===== src/rtl/dds_sweep_ctrl_if.sv =====
// rtl/dds_sweep_ctrl_if.sv - sweep control/config inputs and frequency word outputs
interface dds_sweep_ctrl_if #(
  parameter int NSTEP_W = 16
);
  logic               start;
  logic               stop;
  logic [1:0]         mode;
  logic [31:0]        start_ftw;
  logic [31:0]        step_ftw;
  logic [NSTEP_W-1:0] num_steps;
  logic [19:0]        dwell;
  logic [31:0]        ftw_out;
  logic               step_stb;
  logic               busy;
  logic               done;

  modport master (
    output start, stop, mode, start_ftw, step_ftw, num_steps, dwell,
    input  ftw_out, step_stb, busy, done
  );

  modport slave (
    input  start, stop, mode, start_ftw, step_ftw, num_steps, dwell,
    output ftw_out, step_stb, busy, done
  );
endinterface


===== src/rtl/dds_sweep_ctrl.sv =====
// rtl/dds_sweep_ctrl.sv - DDS frequency sweep sequencer (single, sawtooth, triangle)
module dds_sweep_ctrl #(
  parameter int MIN_DWELL = 660,
  parameter int NSTEP_W   = 16
) (
  input  logic             clk,
  input  logic             rst,
  dds_sweep_ctrl_if.slave  bus
);
  typedef enum logic [1:0] {IDLE = 2'd0, RUN = 2'd1, FINISH = 2'd2} state_t;

  localparam logic [19:0]        MIN_D   = 20'(MIN_DWELL);
  localparam logic [NSTEP_W-1:0] IDX_ONE = NSTEP_W'(1);

  state_t             state_q, state_d;
  logic [NSTEP_W-1:0] idx_q, idx_d;
  logic [19:0]        cnt_q, cnt_d;
  logic [31:0]        ftw_q, ftw_d;
  logic               stb_q, stb_d;
  logic               up_q, up_d;
  logic               load;
  logic               go_up;

  logic [1:0]         mode_q;
  logic [31:0]        start_q, step_q;
  logic [NSTEP_W-1:0] nsteps_q;
  logic [19:0]        dwell_q;

  always_ff @(posedge clk) begin
    if (rst) begin
      state_q <= IDLE;
      idx_q   <= '0;
      cnt_q   <= '0;
      ftw_q   <= '0;
      stb_q   <= 1'b0;
      up_q    <= 1'b1;
    end else begin
      state_q <= state_d;
      idx_q   <= idx_d;
      cnt_q   <= cnt_d;
      ftw_q   <= ftw_d;
      stb_q   <= stb_d;
      up_q    <= up_d;
    end
  end

  // Configuration is reloaded on every accepted start, so it needs no reset.
  always_ff @(posedge clk) begin
    if (load) begin
      mode_q   <= bus.mode;
      start_q  <= bus.start_ftw;
      step_q   <= bus.step_ftw;
      nsteps_q <= bus.num_steps;
      dwell_q  <= (bus.dwell < MIN_D) ? MIN_D : bus.dwell;
    end
  end

  always_comb begin
    state_d = state_q;
    idx_d   = idx_q;
    cnt_d   = cnt_q;
    ftw_d   = ftw_q;
    stb_d   = 1'b0;
    up_d    = up_q;
    load    = 1'b0;
    go_up   = up_q ? (idx_q != nsteps_q) : (idx_q == '0);
    case (state_q)
      IDLE: begin
        if (bus.start && !bus.stop) begin
          load    = 1'b1;
          state_d = RUN;
          ftw_d   = bus.start_ftw;
          idx_d   = '0;
          cnt_d   = 20'd1;
          stb_d   = 1'b1;
          up_d    = 1'b1;
        end
      end
      RUN: begin
        if (bus.stop) begin
          state_d = IDLE;
          cnt_d   = '0;
        end else if (cnt_q < dwell_q) begin
          cnt_d = cnt_q + 20'd1;
        end else begin
          // Dwell expired: cnt restarts even when the word is held (num_steps=0 repeat modes).
          cnt_d = 20'd1;
          if (mode_q == 2'd1) begin
            if (nsteps_q != '0) begin
              stb_d = 1'b1;
              if (idx_q == nsteps_q) begin
                idx_d = '0;
                ftw_d = start_q;
              end else begin
                idx_d = idx_q + IDX_ONE;
                ftw_d = ftw_q + step_q;
              end
            end
          end else if (mode_q == 2'd2) begin
            if (nsteps_q != '0) begin
              stb_d = 1'b1;
              up_d  = go_up;
              if (go_up) begin
                idx_d = idx_q + IDX_ONE;
                ftw_d = ftw_q + step_q;
              end else begin
                idx_d = idx_q - IDX_ONE;
                ftw_d = ftw_q - step_q;
              end
            end
          end else begin
            if (idx_q == nsteps_q) begin
              state_d = FINISH;
              cnt_d   = '0;
            end else begin
              stb_d = 1'b1;
              idx_d = idx_q + IDX_ONE;
              ftw_d = ftw_q + step_q;
            end
          end
        end
      end
      FINISH:  state_d = IDLE;
      default: state_d = IDLE;
    endcase
  end

  assign bus.ftw_out  = ftw_q;
  assign bus.step_stb = stb_q;
  assign bus.busy     = (state_q == RUN);
  assign bus.done     = (state_q == FINISH);
endmodule


===== src/flat_wrapper.sv =====
// flat-port wrapper written by rule: the top's interface ports become plain ports
module dds_sweep_ctrl_flat 
#(
  parameter int MIN_DWELL = 660,
  parameter int NSTEP_W   = 16
)
  (clk, rst, bus_start, bus_stop, bus_mode, bus_start_ftw, bus_step_ftw, bus_num_steps, bus_dwell, bus_ftw_out, bus_step_stb, bus_busy, bus_done);
  dds_sweep_ctrl_if #(.NSTEP_W(NSTEP_W)) bus_i ();
  input  logic clk;
  input  logic rst;
  input wire logic [$bits(bus_i.start)-1:0] bus_start;
  input wire logic [$bits(bus_i.stop)-1:0] bus_stop;
  input wire logic [$bits(bus_i.mode)-1:0] bus_mode;
  input wire logic [$bits(bus_i.start_ftw)-1:0] bus_start_ftw;
  input wire logic [$bits(bus_i.step_ftw)-1:0] bus_step_ftw;
  input wire logic [$bits(bus_i.num_steps)-1:0] bus_num_steps;
  input wire logic [$bits(bus_i.dwell)-1:0] bus_dwell;
  output wire logic [$bits(bus_i.ftw_out)-1:0] bus_ftw_out;
  output wire logic [$bits(bus_i.step_stb)-1:0] bus_step_stb;
  output wire logic [$bits(bus_i.busy)-1:0] bus_busy;
  output wire logic [$bits(bus_i.done)-1:0] bus_done;
  assign bus_i.start = bus_start;
  assign bus_i.stop = bus_stop;
  assign bus_i.mode = bus_mode;
  assign bus_i.start_ftw = bus_start_ftw;
  assign bus_i.step_ftw = bus_step_ftw;
  assign bus_i.num_steps = bus_num_steps;
  assign bus_i.dwell = bus_dwell;
  assign bus_ftw_out = bus_i.ftw_out;
  assign bus_step_stb = bus_i.step_stb;
  assign bus_busy = bus_i.busy;
  assign bus_done = bus_i.done;
  dds_sweep_ctrl #(.MIN_DWELL(MIN_DWELL), .NSTEP_W(NSTEP_W)) u_core (.clk(clk), .rst(rst), .bus(bus_i));
endmodule

===== config.mk =====
export PLATFORM = sky130hd
export DESIGN_NAME = dds_sweep_ctrl_flat
export DESIGN_NICKNAME = d
export VERILOG_FILES = /design/src/rtl/dds_sweep_ctrl_if.sv /design/src/rtl/dds_sweep_ctrl.sv /design/src/flat_wrapper.sv
export SDC_FILE = /design/constraint.sdc
export NUM_CORES = 1
export LEC_CHECK = 0
export ABC_AREA = 1
export BUFFER_PORTS_ARGS = -buffer_cell sky130_fd_sc_hd__buf_4
export CAP_MARGIN = 10
export CORE_MARGIN = 1.5
export CORE_UTILIZATION = 56
export CTS_CLUSTER_DIAMETER = 40
export DETAILED_ROUTE_END_ITERATION = 7
export GPL_ROUTABILITY_DRIVEN = 0
export PLACE_DENSITY = 0.78
export SLEW_MARGIN = 25
export SYNTH_ARGS = -nofsm -noshare
export SYNTH_HDL_FRONTEND = slang
export SYNTH_SLANG_ARGS = --single-unit
export TNS_END_PERCENT = 20

===== constraint.sdc =====
create_clock -name clk -period 4.9 [get_ports clk]
set_input_delay 0.245 -clock clk [delete_from_list [all_inputs] [get_ports clk]]
set_output_delay 0.245 -clock clk [all_outputs]
set_load 0.02 [all_outputs]

# After elaboration in Yosys (flattened, before gate mapping)
# Index checks and enable logic that the tools add are counted.
# Widths: inputs -> output; s select.
[op_classes]
muxes = 53
order_cmp = 2
eq_ne = 19
add_sub_neg = 5
n_reduce_logical = 10
[op_table]
columns = ["operator", "count"]
rows = [
  ["$mux 32", 10],
  ["$mux 16", 10],
  ["$mux 20", 5],
  ["$pmux 32 s2", 1],
  ["$pmux 20 s2", 1],
  ["$add 32x32->32", 1],
  ["$pmux 16 s2", 1],
  ["$sub 32x32->32", 1],
  ["$add 20x1->20 const B", 1],
  ["$lt 20x10->1 const B", 1],
  ["$lt 20x20->1", 1],
  ["$add 16x1->16 const B", 1],
  ["$eq 16x16->1", 1],
  ["$logic_not 16->1", 1],
  ["$mux 1", 16],
  ["$ne 16x16->1", 1],
  ["$reduce_bool 16->1", 1],
  ["$sub 16x1->16 const B", 1],
  ["$reduce_and 7->1", 2],
  ["$mux 2", 6],
  ["$ne 3x3->1 const B", 4],
  ["$ne 2x1->1 const B", 3],
  ["$ne 2x2->1 const B", 3],
  ["$ne 3x2->1 const B", 2],
  ["other kinds (11)", 14],
]
[word_totals]
reg_bits = 174
input_bits = 106
out_inout_bits = 35
elab_cells = 100

# Depth between registers and ports, before layout
# Gate-level depths: netlist of the first run.
[logic_depth]
word_depth = 9
depth_mapped = 20

# Worst setup path before layout of the first run
# Ideal clock, no wire load.
[synth_path]
kind = "flip-flop to flip-flop"
start = "register u_core.state_q[1]"
end = "register u_core.ftw_q[17], in the netlist u_core.bus.ftw_out[17]"
arrival_ns = 3.445
slack_ns = 1.346
t_required_ns = 4.791
setup_time_ns = 0.109
stages_incl_launch_ff = 11
path_cell_list = "dfxtp_1 -> nor2_1 -> nand3_1 -> inv_1 -> nor2_1 -> a21oi_1 -> buf_2 -> buf_4 -> nand3_1 -> nand2_1 -> inv_1"
[synth_between]
elab_chain_cells = 3
[synth_lines]
columns = ["element", "line", "source"]
rows = [
  ["start: declaration", "dds_sweep_ctrl.sv:15", "state_t state_q, state_d;"],
  ["start signal: assignment", "dds_sweep_ctrl.sv:38", "state_q <= state_d;"],
  ["$eq 2x1->1 or $logic_not 2->1 (tied branches)", "dds_sweep_ctrl.sv:67", "case (state_q)"],
  ["$ne 4x3->1 (no source line) (tied with other cells)", "-", ""],
  ["$reduce_and 7->1 (no source line)", "-", ""],
  ["end signal: assignment", "dds_sweep_ctrl.sv:41", "ftw_q <= ftw_d;"],
  ["end: declaration", "dds_sweep_ctrl.sv:18", "logic [31:0] ftw_q, ftw_d;"],
]
# Several ways; a longest one is shown, not always the timed one.
# A chain may end at the register's enable or synchronous reset.

# Final worst setup path of the first run
[layout_path]
start = "register u_core.cnt_q[13]"
end = "register u_core.ftw_q[24], in the netlist u_core.bus.ftw_out[24]"
[layout_between]
elab_chain_cells = 3
[layout_lines]
columns = ["element", "line", "source"]
rows = [
  ["start: declaration", "dds_sweep_ctrl.sv:17", "logic [19:0] cnt_q, cnt_d;"],
  ["start signal: assignment", "dds_sweep_ctrl.sv:40", "cnt_q <= cnt_d;"],
  ["$lt 20x20->1", "dds_sweep_ctrl.sv:83", "end else if (cnt_q < dwell_q) begin"],
  ["$ne 2x2->1 (no source line)", "-", ""],
  ["$reduce_and 7->1 (no source line)", "-", ""],
]
# No other way between the ends.

==> results.sh, run 1 <==
export IMPL_status="finished, final reports clean"
export IMPL_post_synth_mux_area_share=0
export IMPL_postCtsResizedCells=0
export IMPL_dr_pass1_iters=6
export IMPL_die_h_um=163
export IMPL_clockBufferDepth=2
export IMPL_clock_sinks=174
export IMPL_leakage_nw=8.74
export IMPL_antenna_found_initial=1
export IMPL_cts_buffers=17
export IMPL_grt_pass1_wl_mm=69.5
export IMPL_fill_cells=2224
export IMPL_min_period_over_period=0.640
export IMPL_synthCells=2235
export IMPL_final_area_um2=16900
export IMPL_final_nets=2587
export IMPL_rr_worst_depth=13
export IMPL_power_density_nw_per_um2=258
export IMPL_setup_viol=0
export IMPL_grt_max_degree=77
export IMPL_gr_usage_all_layers=0.332
export IMPL_initial_core_util=0.569
export IMPL_worstHoldPathCells=1
export IMPL_finalPower_mw=4.35
export IMPL_h_tree_depth=4
export IMPL_areaGrowthSynthToFinish_pct=18.0
export IMPL_critPathKind="reg -> reg"
export IMPL_tns_ns=0
export IMPL_synth_fa_ha_area_frac=0.0763
export IMPL_post_route_drc_count=0
export IMPL_synth_compound_area_share=0.0886
export IMPL_coreArea_um2=25100
export IMPL_yosys_warnings=0
export IMPL_synth_edf_count=102
export IMPL_synth_nets=2427
export IMPL_r2r_start="u_core.cnt_q[13]"
export IMPL_crit_required_ns=5.27
export IMPL_arrival_ns=3.51
export IMPL_final_instance_count_excl_fill=2739
export IMPL_cp_start_kind="flop"
export IMPL_portBuffers=140
export IMPL_avgSynthCellArea_um2=6.40
export IMPL_drive_gt1_frac=0.0934
export IMPL_drtIter0Drc=1643
export IMPL_end_kind="flop"
export IMPL_rsz0062_at_grt="no"
export IMPL_path_clk_slew_ns=0.09
export IMPL_postRouteAntennaNets=0
export IMPL_dpl_instance_area_um2=15400
export IMPL_worst_pin_slew_ns=1.00
export IMPL_synth_seq_cells=174
export IMPL_reg2reg_setup_slack_ns=1.77
export IMPL_rr_endpoint="u_core.bus.ftw_out[24]"
export IMPL_yosys_area_share_simple=0.358
export IMPL_overflow=0
export IMPL_synth_area_um2=14300
export IMPL_finClkSkew_ns=0.0156
export IMPL_path_max_fanout=26
export IMPL_die_area_um2=26500
export IMPL_dr_total_vias=15200
export IMPL_max_vdd_ir_drop_mv=0.261
export IMPL_hpwlAfterDp_mm=31.9
export IMPL_worstHoldEndpoint="u_core.start_q[10]"
export IMPL_timing_max_cap_violations=0
export IMPL_synth_top_family_by_area="simple AND/OR/NAND/NOR gates"
export IMPL_hold_violations=0
export IMPL_slew_viol_final=0
export IMPL_clk_latency_ns=0.45
export IMPL_hp_class="in -> reg"
export IMPL_dp_cells=2622
export IMPL_hold_start="bus_start_ftw[10]"
export IMPL_ys_async_sr_fraction=0
export IMPL_ys_seq_area_frac=0.315
export IMPL_die_w_um=163
export IMPL_finalWirelength_mm=44.0
export IMPL_whs_ns=0.00940
export IMPL_first_global_vias=14100
export IMPL_synth_cell_types=41
export IMPL_post_drt_via_cell_ratio=5.54
export IMPL_slew_headroom=0.329
export IMPL_yosys_most_used_dff="edfxtp_1"
export IMPL_fmax_mhz=319
export IMPL_num_rows=58
export IMPL_ios=141
export IMPL_wl_per_cell_um=16.0
export IMPL_ctsRootBufferMaster="clkbuf_16"
export IMPL_fin_crit_ns=3.13
export IMPL_synthXorXnorAreaFrac=0.0331
export IMPL_cts_tree="yes"
[flip-flops by register name, summed over array words and instances, names as in the netlist]
| name | flops |
|---|---|
| u_core.bus.ftw_out | 32 |
| u_core.bus.step_stb | 1 |
| u_core.cnt_q | 20 |
| u_core.dwell_q | 20 |
| u_core.idx_q | 16 |
| u_core.mode_q | 2 |
| u_core.nsteps_q | 16 |
| u_core.start_q | 32 |
| u_core.state_q | 2 |
| u_core.step_q | 32 |
| u_core.up_q | 1 |
[cell usage in the layout (no fill, tap or decap), types with 3 or more instances in the layout]
| cell type | n |
|---|---|
| nor2_1 | 217 |
| buf_4 | 145 |
| inv_1 | 361 |
| dfxtp_1 | 72 |
| nand3b_1 | 4 |
| a21oi_1 | 130 |
| o211ai_1 | 3 |
| xnor2_1 | 5 |
| nand4_1 | 34 |
| nand2_1 | 717 |
| inv_8 | 4 |
| o21ai_0 | 46 |
| dlygate4sd3_1 | 84 |
| o21a_1 | 3 |
| or2_2 | 21 |
| o21bai_1 | 29 |
| nand3_1 | 184 |
| edfxtp_1 | 102 |
| inv_12 | 3 |
| nand2_2 | 4 |
| nor4_1 | 7 |
| o21ai_1 | 4 |
| xor2_1 | 49 |
| inv_2 | 10 |
| clkbuf_16 | 17 |
| nor3_1 | 36 |
| ha_1 | 84 |
| clkinv_8 | 5 |
[cell families after synthesis]
kind of cell    Yosys count
simple gates           1231
buf+inv                 462
compound gates          228
flops                   174
fa+ha+maj                86
xor+xnor                 54
[area by class of cell]
type | instances | area [um2] | share of cell area
diodes | 1 | 2.50 | 0.000148
well taps | 330 | 413 | 0.0245
multi-input cells | 1599 | 7960 | 0.472
inverters | 372 | 1400 | 0.0829
clock buffers | 17 | 425 | 0.0252
flip-flops and latches | 174 | 4500 | 0.267
clock inverters | 15 | 201 | 0.0119
repair buffers | 231 | 1960 | 0.116
[worst max-delay path: stages (launching register included)]
cell and delay, ns:
dfxtp_1 0.48, ha_1 0.31, nand2_1 0.06, inv_1 0.03, nor2_1 0.08, o21ai_0 0.10, a21oi_1 0.14, nand3_1 0.28
nand3_1 0.25, nand2_1 0.07, nand2_1 0.54, buf_4 0.46, a21oi_1 0.09, a21oi_1 0.17
[worst max path at each step]
stage                            from                      to  slack (ns)  cells past startpoint
floorplan           u_core.state_q[1]  u_core.bus.ftw_out[17]        1.35                     10
global placement     u_core.cnt_q[13]   u_core.bus.ftw_out[0]        2.04                     13
detailed placement   u_core.cnt_q[13]   u_core.bus.ftw_out[3]        1.89                     13
CTS                  u_core.cnt_q[13]   u_core.bus.ftw_out[3]        1.86                     13
global route        u_core.dwell_q[5]   u_core.bus.ftw_out[9]        1.57                     16
finish               u_core.cnt_q[13]  u_core.bus.ftw_out[24]        1.77                     13
[routing by layer]
metal,share of wire,global-route usage,up-vias
met1,0.40,0.433,6898
met5,0,0,-
met3,0.099,0.0504,146
li1,-,-,7335
met2,0.46,0.545,790
met4,0.042,0.145,0
[cell usage after synthesis (2+ instances only)]
library cell	n	area share
fa_1	2	0.0028
a2bb2oi_1	2	0.0012
o21ai_2	2	0.0012
edfxtp_1	102	0.21
buf_1	3	0.00079
buf_2	23	0.0081
a21oi_2	2	0.0012
nand3_1	184	0.064
nand2_2	3	0.0013
nand3b_1	4	0.0021
nor2_4	2	0.0016
clkbuf_1	47	0.012
ha_1	84	0.074
buf_4	11	0.0058
o211ai_1	3	0.0016
xor2_1	49	0.030
nor2_1	218	0.057
inv_1	362	0.095
dfxtp_1	72	0.10
nor4_1	7	0.0031
buf_6	6	0.0047
nor3_1	36	0.013
o21bai_1	29	0.015
o21ai_0	46	0.016
or2_2	21	0.0092
inv_2	10	0.0026
nand4_1	34	0.015
o21a_1	3	0.0016
xnor2_1	5	0.0031
o21ai_1	4	0.0014
a32oi_1	2	0.0012
a21oi_1	131	0.046
nand2_1	718	0.19
[through the flow]
stage,util,setup slack (ns)
after global routing,0.672,1.57
after detailed placement,0.613,1.89
after CTS,0.671,1.86
after global placement,0.613,2.04
final,0.672,1.77
after floorplan,-,1.35
[what timing repair did]
| action | 4_1_cts | 5_1_grt |
|---|---|---|
| setup buffers | 0 | 0 |
| hold endpoints to repair | 82 | 2 |
| hold buffers | 82 | 2 |
[where the power goes]
group | internal (mW) | leakage (nW) | switching [mW]
registers | 1.62 | 1.54 | 0.0806
logic | 0.424 | 6.90 | 0.766
clock network | 0.708 | 0.303 | 0.749
Note: power is estimated with default switching activity, not from simulation.
==> run 2, diff against run 1 <==
==> constraint.sdc (replaced) <==
create_clock -name clk -period 2.9 [get_ports clk]
set_input_delay 0.145 -clock clk [delete_from_list [all_inputs] [get_ports clk]]
set_output_delay 0.145 -clock clk [all_outputs]
set_load 0.02 [all_outputs]
==> results.sh, run 2 (same netlist as run 1, synthesis figures left out) <==
export IMPL_m1WireLength_mm=17.9
export IMPL_power_density_nw_per_um2=433
export IMPL_coreArea_um2=25100
export IMPL_end_kind="flop"
export IMPL_hpwlAfterDp_mm=33.2
export IMPL_routed_wl_met3_mm=5.47
export IMPL_clock_sinks=174
export IMPL_final_instance_count_excl_fill=2771
export IMPL_rsz0062_at_grt="no"
export IMPL_first_global_vias=14500
export IMPL_seq_area_um2=4500
export IMPL_dp_cells=2642
export IMPL_crit_required_ns=3.25
export IMPL_crit_family="simple AND/OR/NAND/NOR gates"
export IMPL_fill_cells=2136
export IMPL_cp_slowest_stage_delay_ns=0.41
export IMPL_clk_latency_ns=0.46
export IMPL_initial_core_util=0.569
export IMPL_cts_buffers=17
export IMPL_finClkSkew_ns=0.0204
export IMPL_final_nets=2620
export IMPL_num_rows=58
export IMPL_post_drt_via_cell_ratio=5.61
export IMPL_postRouteAntennaNets=0
export IMPL_final_common_cell="nand2_1"
export IMPL_min_period_over_period=0.933
export IMPL_crit_chain="inv_1 -> ha_1 -> fa_1 -> inv_1 -> nand3_1 -> nand2_1 -> nand2_1 -> nand2_1 -> nand2_1 -> nand2_1 -> nand2_1 -> nand2_1 -> nand2_1 -> nand3_1 -> nand3_1 -> nand2_1 -> a21oi_1"
export IMPL_dr_total_vias=15500
export IMPL_multiInputGateArea_um2=7960
export IMPL_die_h_um=163
export IMPL_timing_max_cap_violations=0
export IMPL_path_clk_slew_ns=0.09
export IMPL_fin_crit_ns=2.71
export IMPL_post_route_drc_count=13
export IMPL_grt_max_degree=104
export IMPL_cp_common_cell="nand2_1"
export IMPL_finalWirelength_mm=46.6
export IMPL_dr_pass1_iters=8
export IMPL_fmax_mhz=369
export IMPL_drtIter0Drc=1973
export IMPL_worst_pin_slew_ns=0.639
export IMPL_drive_gt1_frac=0.0995
export IMPL_cts_tree="yes"
export IMPL_final_area_um2=17200
export IMPL_setup_viol=0
export IMPL_violations="DRC, hold timing"
export IMPL_dpl_instance_area_um2=15600
export IMPL_gr_usage_all_layers=0.353
export IMPL_ctsRootBufferMaster="clkbuf_16"
export IMPL_wl_met2_mm=21.1
export IMPL_slowest_stage="fa_1"
export IMPL_antenna_found_initial=0
export IMPL_slew_headroom=0.569
export IMPL_cp_start_kind="flop"
export IMPL_hp_class="in -> reg"
export IMPL_portBuffers=140
export IMPL_arrival_ns=3.05
export IMPL_max_vdd_ir_drop_mv=0.425
export IMPL_diodes=0
export IMPL_critPathKind="reg -> reg"
export IMPL_postCtsResizedCells=0
export IMPL_whs_ns=-0.000811
export IMPL_crit_buf_inv=2
export IMPL_clockBufferDepth=2
export IMPL_tns_ns=0
export IMPL_mostFrequentLayoutCells="nand2_1, inv_1, nor2_1, nand3_1, buf_4"
export IMPL_grt_pass1_wl_mm=73.3
export IMPL_overflow=0
export IMPL_areaGrowthSynthToFinish_pct=20.3
export IMPL_path_max_fanout=3
export IMPL_top_layer_used="met4"
export IMPL_hold_violations=1
export IMPL_die_w_um=163
export IMPL_reg2reg_setup_slack_ns=0.19
export IMPL_status="complete, but fails checks"
export IMPL_h_tree_depth=4
export IMPL_wl_per_cell_um=16.8
export IMPL_ios=141
export IMPL_leakage_nw=8.91
export IMPL_slew_viol_final=0
export IMPL_die_area_um2=26500
==> run 2: changes by cell type in the layout (fill, tap and decap cells not counted), moves of 2 or more <==
cell	change
buf_4	+17
buf_12	+4
inv_12	-3
clkinvlp_4	+2
inv_8	+2
dlygate4sd3_1	+13
==> run 2: cell type report <==
class	instances	share of cell area
Clock inverter	15	0.0123
Clock buffer	17	0.0247
Tap cell	330	0.0240
Multi-Input combinational cell	1599	0.463
Timing Repair Buffer	264	0.133
Inverter	372	0.0814
Sequential cell	174	0.262
==> run 2: through the flow <==
stage	power, mW	hold WS, ns	setup slack (ns)	utilization
after detailed placement	4.80	0.324	0.321	0.621
final	7.45	-0.000811	0.193	0.685
after floorplan	4.18	0.244	0.0408	-
after global routing	7.74	0.0132	0.0318	0.685
after global placement	4.77	0.323	0.353	0.621
after CTS	7.36	0.00152	0.289	0.685
==> run 2: power by group <==
group	leakage [nW]	switching [mW]	total [mW]	internal, mW
sequential	1.54	0.117	2.86	2.74
combinational	7.07	1.33	2.08	0.755
clock	0.306	1.24	2.50	1.26
total	8.91	2.69	7.45	4.76
==> run 2: routing by layer <==
layer,vias to the layer above,track usage
met5,-,0
met2,933,0.578
met1,7002,0.452
li1,7419,-
met4,0,0.152
met3,187,0.0723
==> run 2: what timing repair did <==
item                      4_1_cts  5_1_grt
hold endpoints to repair       98        0
setup buffers                   0        0
hold buffers                   97        0
==> run 2: final timing paths <==
check / depth (start not counted) / endpoint / from
min reg2reg: 2 / u_core.cnt_q[19] / u_core.cnt_q[19]
max: 17 / u_core.bus.ftw_out[28] / u_core.bus.ftw_out[0]
min: 3 / u_core.dwell_q[3] / bus_dwell[3]
max reg2reg: 17 / u_core.bus.ftw_out[28] / u_core.bus.ftw_out[0]
==> run 2: worst reg2reg max path, delay by kind of cell, from the launching register on <==
kind            cells  cell delay [ns]
buf+inv             2             0.20
fa+ha+maj           2             0.64
simple gates       12             1.29
compound gates      1             0.06
flops               1             0.40
